## src/rtl/regfile_wb_arbiter.sv

```systemverilog
// Register-file write-port arbiter.
// Merges ALU, load and mul/div writeback results into one registered write
// port. Results that cannot retire in their arrival cycle wait in a small
// in-order FIFO, and the FIFO occupancy back-pressures the producers.
module regfile_wb_arbiter #(
    parameter int DEPTH = 4,
    parameter int AW    = 5,
    parameter int DW    = 32
) (
    input  logic          clk,
    input  logic          rst_n,
    input  logic          a_valid,
    input  logic [AW-1:0] a_addr,
    input  logic [DW-1:0] a_data,
    input  logic          m_valid,
    input  logic [AW-1:0] m_addr,
    input  logic [DW-1:0] m_data,
    input  logic          md_valid,
    output logic          md_ready,
    input  logic [AW-1:0] md_addr,
    input  logic [DW-1:0] md_data,
    output logic          stall,
    output logic          write,
    output logic [AW-1:0] w_addr,
    output logic [DW-1:0] data_in,
    output logic          overflow
);
    localparam int PW = $clog2(DEPTH);
    localparam int CW = PW + 1;

    // FIFO storage; only entries between the pointers are meaningful.
    logic [AW-1:0] addr_mem [DEPTH];
    logic [DW-1:0] data_mem [DEPTH];

    logic [CW-1:0] count_q, count_d;
    logic [PW-1:0] rd_ptr_q, rd_ptr_d;
    logic [PW-1:0] wr_ptr_q, wr_ptr_d;
    logic          write_q, write_d;
    logic [AW-1:0] w_addr_q, w_addr_d;
    logic [DW-1:0] data_in_q, data_in_d;
    logic          overflow_q, overflow_d;

    logic          a_v, m_v, md_v, pop;
    logic          push0_v, push1_v, accept0, accept1, drop;
    logic [AW-1:0] push0_addr, push1_addr;
    logic [DW-1:0] push0_data, push1_data;
    logic [CW-1:0] room;

    assign stall    = (count_q >= CW'(DEPTH - 1));
    assign write    = write_q;
    assign w_addr   = w_addr_q;
    assign data_in  = data_in_q;
    assign overflow = overflow_q;

    // Candidate selection: FIFO head first, then A, M, MD; the rest are pushed.
    always_comb begin
        a_v        = a_valid && (a_addr != '0);
        m_v        = m_valid && (m_addr != '0);
        md_ready   = (count_q == '0) && !a_v && !m_v;
        md_v       = md_valid && md_ready && (md_addr != '0);
        pop        = (count_q != '0);
        write_d    = 1'b0;
        w_addr_d   = w_addr_q;
        data_in_d  = data_in_q;
        push0_v    = 1'b0;
        push0_addr = a_addr;
        push0_data = a_data;
        push1_v    = 1'b0;
        push1_addr = m_addr;
        push1_data = m_data;
        if (pop) begin
            write_d   = 1'b1;
            w_addr_d  = addr_mem[rd_ptr_q];
            data_in_d = data_mem[rd_ptr_q];
            if (a_v) begin
                push0_v = 1'b1;
                push1_v = m_v;
            end else if (m_v) begin
                push0_v    = 1'b1;
                push0_addr = m_addr;
                push0_data = m_data;
            end
        end else if (a_v) begin
            write_d    = 1'b1;
            w_addr_d   = a_addr;
            data_in_d  = a_data;
            push0_v    = m_v;
            push0_addr = m_addr;
            push0_data = m_data;
        end else if (m_v) begin
            write_d   = 1'b1;
            w_addr_d  = m_addr;
            data_in_d = m_data;
        end else if (md_v) begin
            write_d   = 1'b1;
            w_addr_d  = md_addr;
            data_in_d = md_data;
        end
        // Free slots after this cycle's pop; pushes beyond that are lost.
        room       = CW'(DEPTH) - count_q + CW'(pop);
        accept0    = push0_v && (room >= CW'(1));
        accept1    = push1_v && (room >= CW'(2));
        drop       = (push0_v && !accept0) || (push1_v && !accept1);
        overflow_d = overflow_q || drop || ((a_v || m_v) && stall);
        count_d    = count_q - CW'(pop) + CW'(accept0) + CW'(accept1);
        rd_ptr_d   = rd_ptr_q + PW'(pop);
        wr_ptr_d   = wr_ptr_q + PW'(accept0) + PW'(accept1);
    end

    // Control state and the registered write port.
    always_ff @(posedge clk or negedge rst_n) begin
        if (!rst_n) begin
            count_q    <= '0;
            rd_ptr_q   <= '0;
            wr_ptr_q   <= '0;
            write_q    <= 1'b0;
            w_addr_q   <= '0;
            data_in_q  <= '0;
            overflow_q <= 1'b0;
        end else begin
            count_q    <= count_d;
            rd_ptr_q   <= rd_ptr_d;
            wr_ptr_q   <= wr_ptr_d;
            write_q    <= write_d;
            w_addr_q   <= w_addr_d;
            data_in_q  <= data_in_d;
            overflow_q <= overflow_d;
        end
    end

    // FIFO payload writes; the second push lands in the slot after the first.
    always_ff @(posedge clk) begin
        if (accept0) begin
            addr_mem[wr_ptr_q] <= push0_addr;
            data_mem[wr_ptr_q] <= push0_data;
        end
        if (accept1) begin
            addr_mem[wr_ptr_q + PW'(1)] <= push1_addr;
            data_mem[wr_ptr_q + PW'(1)] <= push1_data;
        end
    end
endmodule

```

## config.mk

```make
export PLATFORM = sky130hd
export DESIGN_NAME = regfile_wb_arbiter
export DESIGN_NICKNAME = d
export VERILOG_FILES = /design/src/rtl/regfile_wb_arbiter.sv
export SDC_FILE = /design/constraint.sdc
export NUM_CORES = 1
export LEC_CHECK = 0
export BUFFER_PORTS_ARGS = -buffer_cell sky130_fd_sc_hd__buf_4
export CAP_MARGIN = 20
export CORE_ASPECT_RATIO = 0.8
export CORE_MARGIN = 2
export CORE_UTILIZATION = 60
export DETAILED_ROUTE_END_ITERATION = 10
export PLACE_DENSITY_LB_ADDON = 0.15
export RECOVER_POWER = 100
export SETUP_SLACK_MARGIN = 0.3
export SYNTH_ARGS = -nofsm -noshare
export SYNTH_HDL_FRONTEND = slang
export SYNTH_SLANG_ARGS = --single-unit
export TNS_END_PERCENT = 50
```

## constraint.sdc

```tcl
create_clock -name clk -period 6.4 [get_ports clk]
set_input_delay 0.32 -clock clk [delete_from_list [all_inputs] [get_ports clk]]
set_output_delay 0.32 -clock clk [all_outputs]
set_load 0.01 [all_outputs]
```

==> results of run 1 <==
==> kinds of logic (layout without fill, tap and decap cells) <==
logic type / Yosys count / count (layout) / share of synthesized area
compound gates: 393 / 393 / 0.261
xor+xnor: 4 / 4 / 0.00261
fa+ha+maj: 9 / 9 / 0.00988
buf+inv: 225 / 269 / 0.0777
flops: 194 / 194 / 0.417
mux: 37 / 37 / 0.0621
simple gates: 432 / 432 / 0.169
==> power breakdown <==
group          leakage (nW)  switching [mW]  internal [mW]
clock network         0.303           0.548          0.598
registers              1.90           0.301           2.19
logic                  2.85            2.36           1.24
==> synth_stat cells, drive strengths merged (3+ instances only) <==
cell type  number
nand3         292
o2111ai       149
edfxtp        148
clkbuf        107
buf            74
a211oi         66
dfrtp          46
inv            43
a221oi         41
nor2           39
nand4          38
mux4           37
o31ai          37
and2           36
o2bb2ai        36
a2111oi        32
nand2           7
o21ai           6
or3             6
ha              5
or4             5
o2111a          4
o22ai           4
xor2            4
a31oi           3
fa              3
nor4            3
o211ai          3
==> cell type report <==
class / count / area, µm² / area share
Sequential cell: 194 / 5600 / 0.375
Tap cell: 300 / 375 / 0.0251
Inverter: 44 / 165 / 0.0111
Multi-Input combinational cell: 875 / 6810 / 0.456
Clock buffer: 17 / 425 / 0.0285
Clock inverter: 15 / 190 / 0.0127
Timing Repair Buffer: 193 / 1370 / 0.0916
==> worst max-delay path: stages (launching register included) <==
cell and delay [ns]:
dfrtp_1 0.54, or3_4 0.59, inv_1 0.13, clkbuf_1 2.08, a31oi_4 0.71, buf_16 0.40
nor2_1 0.10, buf_4 0.13
==> layer usage <==
layer / part of all wire / routed length, µm
met1: 0.37 / 17200
met2: 0.44 / 20900
met5: 0 / 0
met4: 0.040 / 1890
met3: 0.15 / 7220
==> state kept, by name, indices dropped and copies added, names as in the netlist <==
name      cells
addr_mem     20
write         1
rd_ptr_q      2
overflow      1
w_addr        5
data_mem    128
count_q       3
data_in      32
wr_ptr_q      2
==> final timing paths <==
path / end / slack [ns] / cells past startpoint
setup / recovery: md_ready / 0.92 / 7
hold / removal: data_mem[1][27] / 0.23 / 3
min in group asynchronous: data_in[26] / 1.45 / 2
max in group asynchronous: rd_ptr_q[0] / 2.94 / 2
hold reg to reg: data_in[24] / 0.51 / 2
setup reg to reg: count_q[2] / 1.01 / 10
==> flow_summary_export.csv, run 1 <==
group,metric,value,unit
clock_tree,numCtsBuffers,17,
timing,final.min_clock_period,5.48,ns
global_route,grt-ovfl-total,0,
placed_design,pre_cts_ws,2.06,ns
die,core_area,0.0217,mm²
clock_tree,clkLatencyLatePin,0.45,ns
global_route,grt_max_degree,110,
run,drv_cap,8,
routing,drc,0,
setup_path,start_kind,"register",
setup_path,worstSetupPathType,"register to output port",
clock_tree,cts_num_sinks,194,
timing,tns,0,ns
die,die-area,0.0236,mm²
synth,yosys.area.top_type,"edfxtp_1",
routing,dr.pass1.iters,6,
synth,syn_nets,1418,
timing,worstMarginPinSlew,3.62,ns
die,rows,48,
timing,finalHoldViolations,0,
routing,drt_iter0_drc,2337,
synth,synth_edf_count,148,
setup_path,crit_path_start,"count_q[2]",
placed_design,dpl.cell_count,1600,
setup_path,arrival,5.16,ns
timing,grt_setup_unrepaired,"false",
finish,layout-drive-gt1-share,0.197,
global_route,busiest_layer,"met2",
timing,fmax,0.183,GHz
synth,synth.top_cell.area_share,0.331,
worst_hold_path,hold_path.class,"primary input to register",
routing,post_drt_wl_per_cell,28.8,µm
timing,setup_violations,0,
finish,instances_no_fill,1638,
routing,ant_nets,0,
die,die_w,171,µm
clock_tree,cts_tree,"done",
run_status,violations,"capacitance limit, slew limit",
global_route,antenna_found_initial,0,
timing,timing.hold.ws,0.226,ns
run_status,outcome,"complete, but fails checks",
timing,fin_ws,0.924,ns
finish,nNetsFinal,1449,
synth,yosysSeqAreaShare,0.417,
clock_tree,cts_setup_buffers,0,
synth,syn_area_per_cell,10.4,µm²
setup_path,end_kind,"output port",
global_route,use_met1,0.553,
finish,final_area,0.0149,mm²
timing,relSlewSlack,-1.42,
routing,viasPerCell,7.99,
finish,num-fill-cells,1682,
global_route,grtUsageMet3,0.105,
clock_tree,cts_root_buf,"clkbuf_16",
die,num_io_pins,157,
die,die_h,138,µm
power_and_ir_drop,leakagePower,5.06,nW
global_route,grtUsageTotal,0.396,
setup_path,cp.required,6.08,ns
finish,final_core_utilization,0.687,
routing,num_vias,13090,
synth,ys_top_cells_by_area,"edfxtp_1 33%, nand3_1 11%, o2111ai_1 9.7%",
finish,layout_commonest_cell,"nand3_1",
clock_tree,h-tree-depth,4,
timing,min_period_over_period,0.856,
global_route,grt_use_met2,0.588,
synth,synth-seq-cells,194,
power_and_ir_drop,pwr_density_cell,485,mW/mm²
worst_hold_path,worst_hold_startpoint,"a_data[27]",
routing,routed_wl,47200,µm
die,initial_utilization,0.617,
synth,ys.flop_type,"edfxtp_1",
power_and_ir_drop,vdd_drop_max,0.443,mV
synth,ys_types,56,
setup_path,r2r_start,"count_q[2]",
finish,area_delta_synth_final,11.2,%
setup_path,path_max_fanout,44,
timing,maxSlewViolCount,293,
global_route,grt_pass1_wl,70800,µm
synth,syn_area,0.0134,mm²
power_and_ir_drop,total_power,7.24,mW
synth,synthArstFlopShare,0.237,
clock_tree,clk_pin_slew,0.09,ns
placed_design,placed_area,0.0145,mm²
timing,fin_skew,0.0165,ns
placed_design,post-dp-hpwl,26900,µm
finish,layout_common_cells,"292 x nand3_1, 149 x o2111ai_1, 148 x edfxtp_1",
synth,ys_warn_count,0,
clock_tree,holdBufCountCts,1,
clock_tree,ctsResizeCount,0,
placed_design,io_buffers,156,
placed_design,place_congestion,0.828,
clock_tree,clk_path_buf_depth,2,
global_route,grt_pass1_vias,12279,
finish,diodes,0,
synth,syn_inst,1294,
(Power assumes the default switching activity.)
==> inputs of run 2 (changes only) <==
--- a/config.mk
+++ b/config.mk
@@ -7,9 +7,11 @@
 export LEC_CHECK = 0
 export BUFFER_PORTS_ARGS = -buffer_cell sky130_fd_sc_hd__buf_4
 export CAP_MARGIN = 20
+export CELL_PAD_IN_SITES_DETAIL_PLACEMENT = 0
+export CELL_PAD_IN_SITES_GLOBAL_PLACEMENT = 1
 export CORE_ASPECT_RATIO = 0.8
 export CORE_MARGIN = 2
-export CORE_UTILIZATION = 60
+export CORE_UTILIZATION = 47
 export DETAILED_ROUTE_END_ITERATION = 10
 export PLACE_DENSITY_LB_ADDON = 0.15
 export RECOVER_POWER = 100
==> flow_summary_export.csv, run 2 (synthesis gave the netlist of run 1 again) <==
group,metric,value,unit
timing,worstMarginPinSlew,3.32,ns
placed_design,place_congestion,0.790,
timing,setup_violations,0,
worst_hold_path,hold_depth,3,
finish,layout_common_cells,"292 x nand3_1, 149 x o2111ai_1, 148 x edfxtp_1",
clock_tree,cts_tree,"done",
finish,layout_commonest_cell,"nand3_1",
die,die_h,155,µm
power_and_ir_drop,pwr_density_cell,475,mW/mm²
setup_path,start_kind,"register",
setup_path,worstSetupPathType,"register to register",
placed_design,post-dp-hpwl,27700,µm
die,die-area,0.0299,mm²
clock_tree,cts_root_buf,"clkbuf_16",
routing,ant_nets,0,
clock_tree,clkLatencyLatePin,0.45,ns
placed_design,io_buffers,156,
routing,drt_iter0_drc,1902,
finish,area_delta_synth_final,11.6,%
timing,grt_setup_unrepaired,"false",
setup_path,arrival,5.45,ns
routing,viasPerCell,7.41,
die,num_io_pins,157,
clock_tree,clk_pin_slew,0.08,ns
global_route,grt_pass1_wl,74500,µm
routing,routed_wl,48700,µm
setup_path,end_kind,"register",
timing,tns,0,ns
global_route,grtUsageTotal,0.326,
finish,nNetsFinal,1447,
run_status,outcome,"complete, but fails checks",
timing,maxSlewViolCount,372,
timing,fin_skew,0.0132,ns
finish,diodes,0,
global_route,grt_max_degree,111,
clock_tree,numCtsBuffers,17,
clock_tree,cts_num_sinks,194,
finish,regMostFlops,"data_mem",
global_route,antenna_found_initial,0,
finish,layout-drive-gt1-share,0.196,
timing,final.min_clock_period,5.28,ns
setup_path,ff2ff_path_depth,10,
routing,drc,0,
run,drv_cap,8,
finish,largest_reg_flops,128,
global_route,grt-ovfl-total,0,
power_and_ir_drop,leakagePower,5.02,nW
timing,relSlewSlack,-1.22,
run_status,violations,"capacitance limit, slew limit",
timing,min_period_over_period,0.824,
routing,dr.pass1.iters,9,
setup_path,cp.required,6.58,ns
worst_hold_path,hold_path.class,"primary input to register",
routing,num_vias,12644,
global_route,grt_pass1_vias,11989,
die,core_area,0.0282,mm²
clock_tree,ctsResizeCount,0,
clock_tree,clk_path_buf_depth,2,
timing,timing.hold.ws,0.225,ns
setup_path,path_max_fanout,31,
power_and_ir_drop,vdd_drop_max,0.335,mV
timing,fmax,0.190,GHz
clock_tree,h-tree-depth,4,
routing,post_drt_wl_per_cell,28.5,µm
die,die_w,193,µm
die,rows,55,
timing,finalHoldViolations,0,
die,initial_utilization,0.476,
run 2: changes by cell type in the layout (fill, tap and decap cells not counted), moves of 4 or more:
cell	before	now
buf_4	144	139
inv_6	7	3
clkbuf_1	43	50
a221oi_1	21	7
a221oi_2	20	34
run 2: worst paths after layout:
path / from / slack [ns] / end
max: count_q[2] / 1.12 / addr_mem[2][3]
min: a_data[28] / 0.22 / data_mem[1][28]
max reg2reg: count_q[2] / 1.12 / addr_mem[2][3]
min reg2reg: overflow / 0.51 / overflow
max in group asynchronous: rst_n / 2.76 / rd_ptr_q[0]
min in group asynchronous: rst_n / 1.52 / data_in[26]
run 2: layout make-up:
cell class / instances / area [µm²]
Clock buffer: 20 / 437
Inverter: 44 / 165
Tap cell: 370 / 463
Multi-Input combinational cell: 875 / 6900
Fill cell: 2528 / 13200
Clock inverter: 12 / 133
Sequential cell: 194 / 5600
Timing Repair Buffer: 191 / 1290
run 2: through the flow:
step | setup WS, ns | instance area [µm²] | total power, mW | instances | util
final | 1.12 | 15000 | 7.11 | 1706 | 0.531
after detailed placement | 2.18 | 14600 | 6.10 | 1670 | 0.516
after CTS | 2.16 | 15100 | 7.18 | 1703 | 0.537
after floorplan | 1.14 | 13400 | 4.80 | 1294 | -
after global placement | 2.31 | 14600 | 6.04 | 1670 | 0.516
after global routing | 1.00 | 15000 | 7.48 | 1706 | 0.531
run 2: power breakdown:
group	switching [mW]	leakage, nW	total, mW	internal (mW)
Clock	0.516	0.273	1.09	0.579
Combinational	2.37	2.85	3.57	1.20
Sequential	0.264	1.90	2.44	2.18
run 2: critical path, stage by stage (launching register included):
cell and delay [ns]:
dfrtp_1 0.53, or3_1 0.83, inv_1 0.21, ha_1 0.16, inv_1 0.04, ha_1 0.35
and3b_1 0.26, a211oi_4 0.46, clkbuf_1 1.80, or3_1 0.26, nand3_1 0.08
run 2: what timing repair did:
action / 4_1_cts / 5_1_grt
buffers inserted: 0 / 0
hold endpoints to repair: 43 / 0
hold buffers: 1 / 0
run 2: metal layers:
layer	vias to the layer above	global-route usage	share of wire	routed length, µm
li1	5447	-	-	-
met1	6240	0.482	0.42	20500
met2	867	0.483	0.45	21900
met3	90	0.0650	0.11	5280
met4	0	0.0988	0.020	997
met5	-	0	0	0
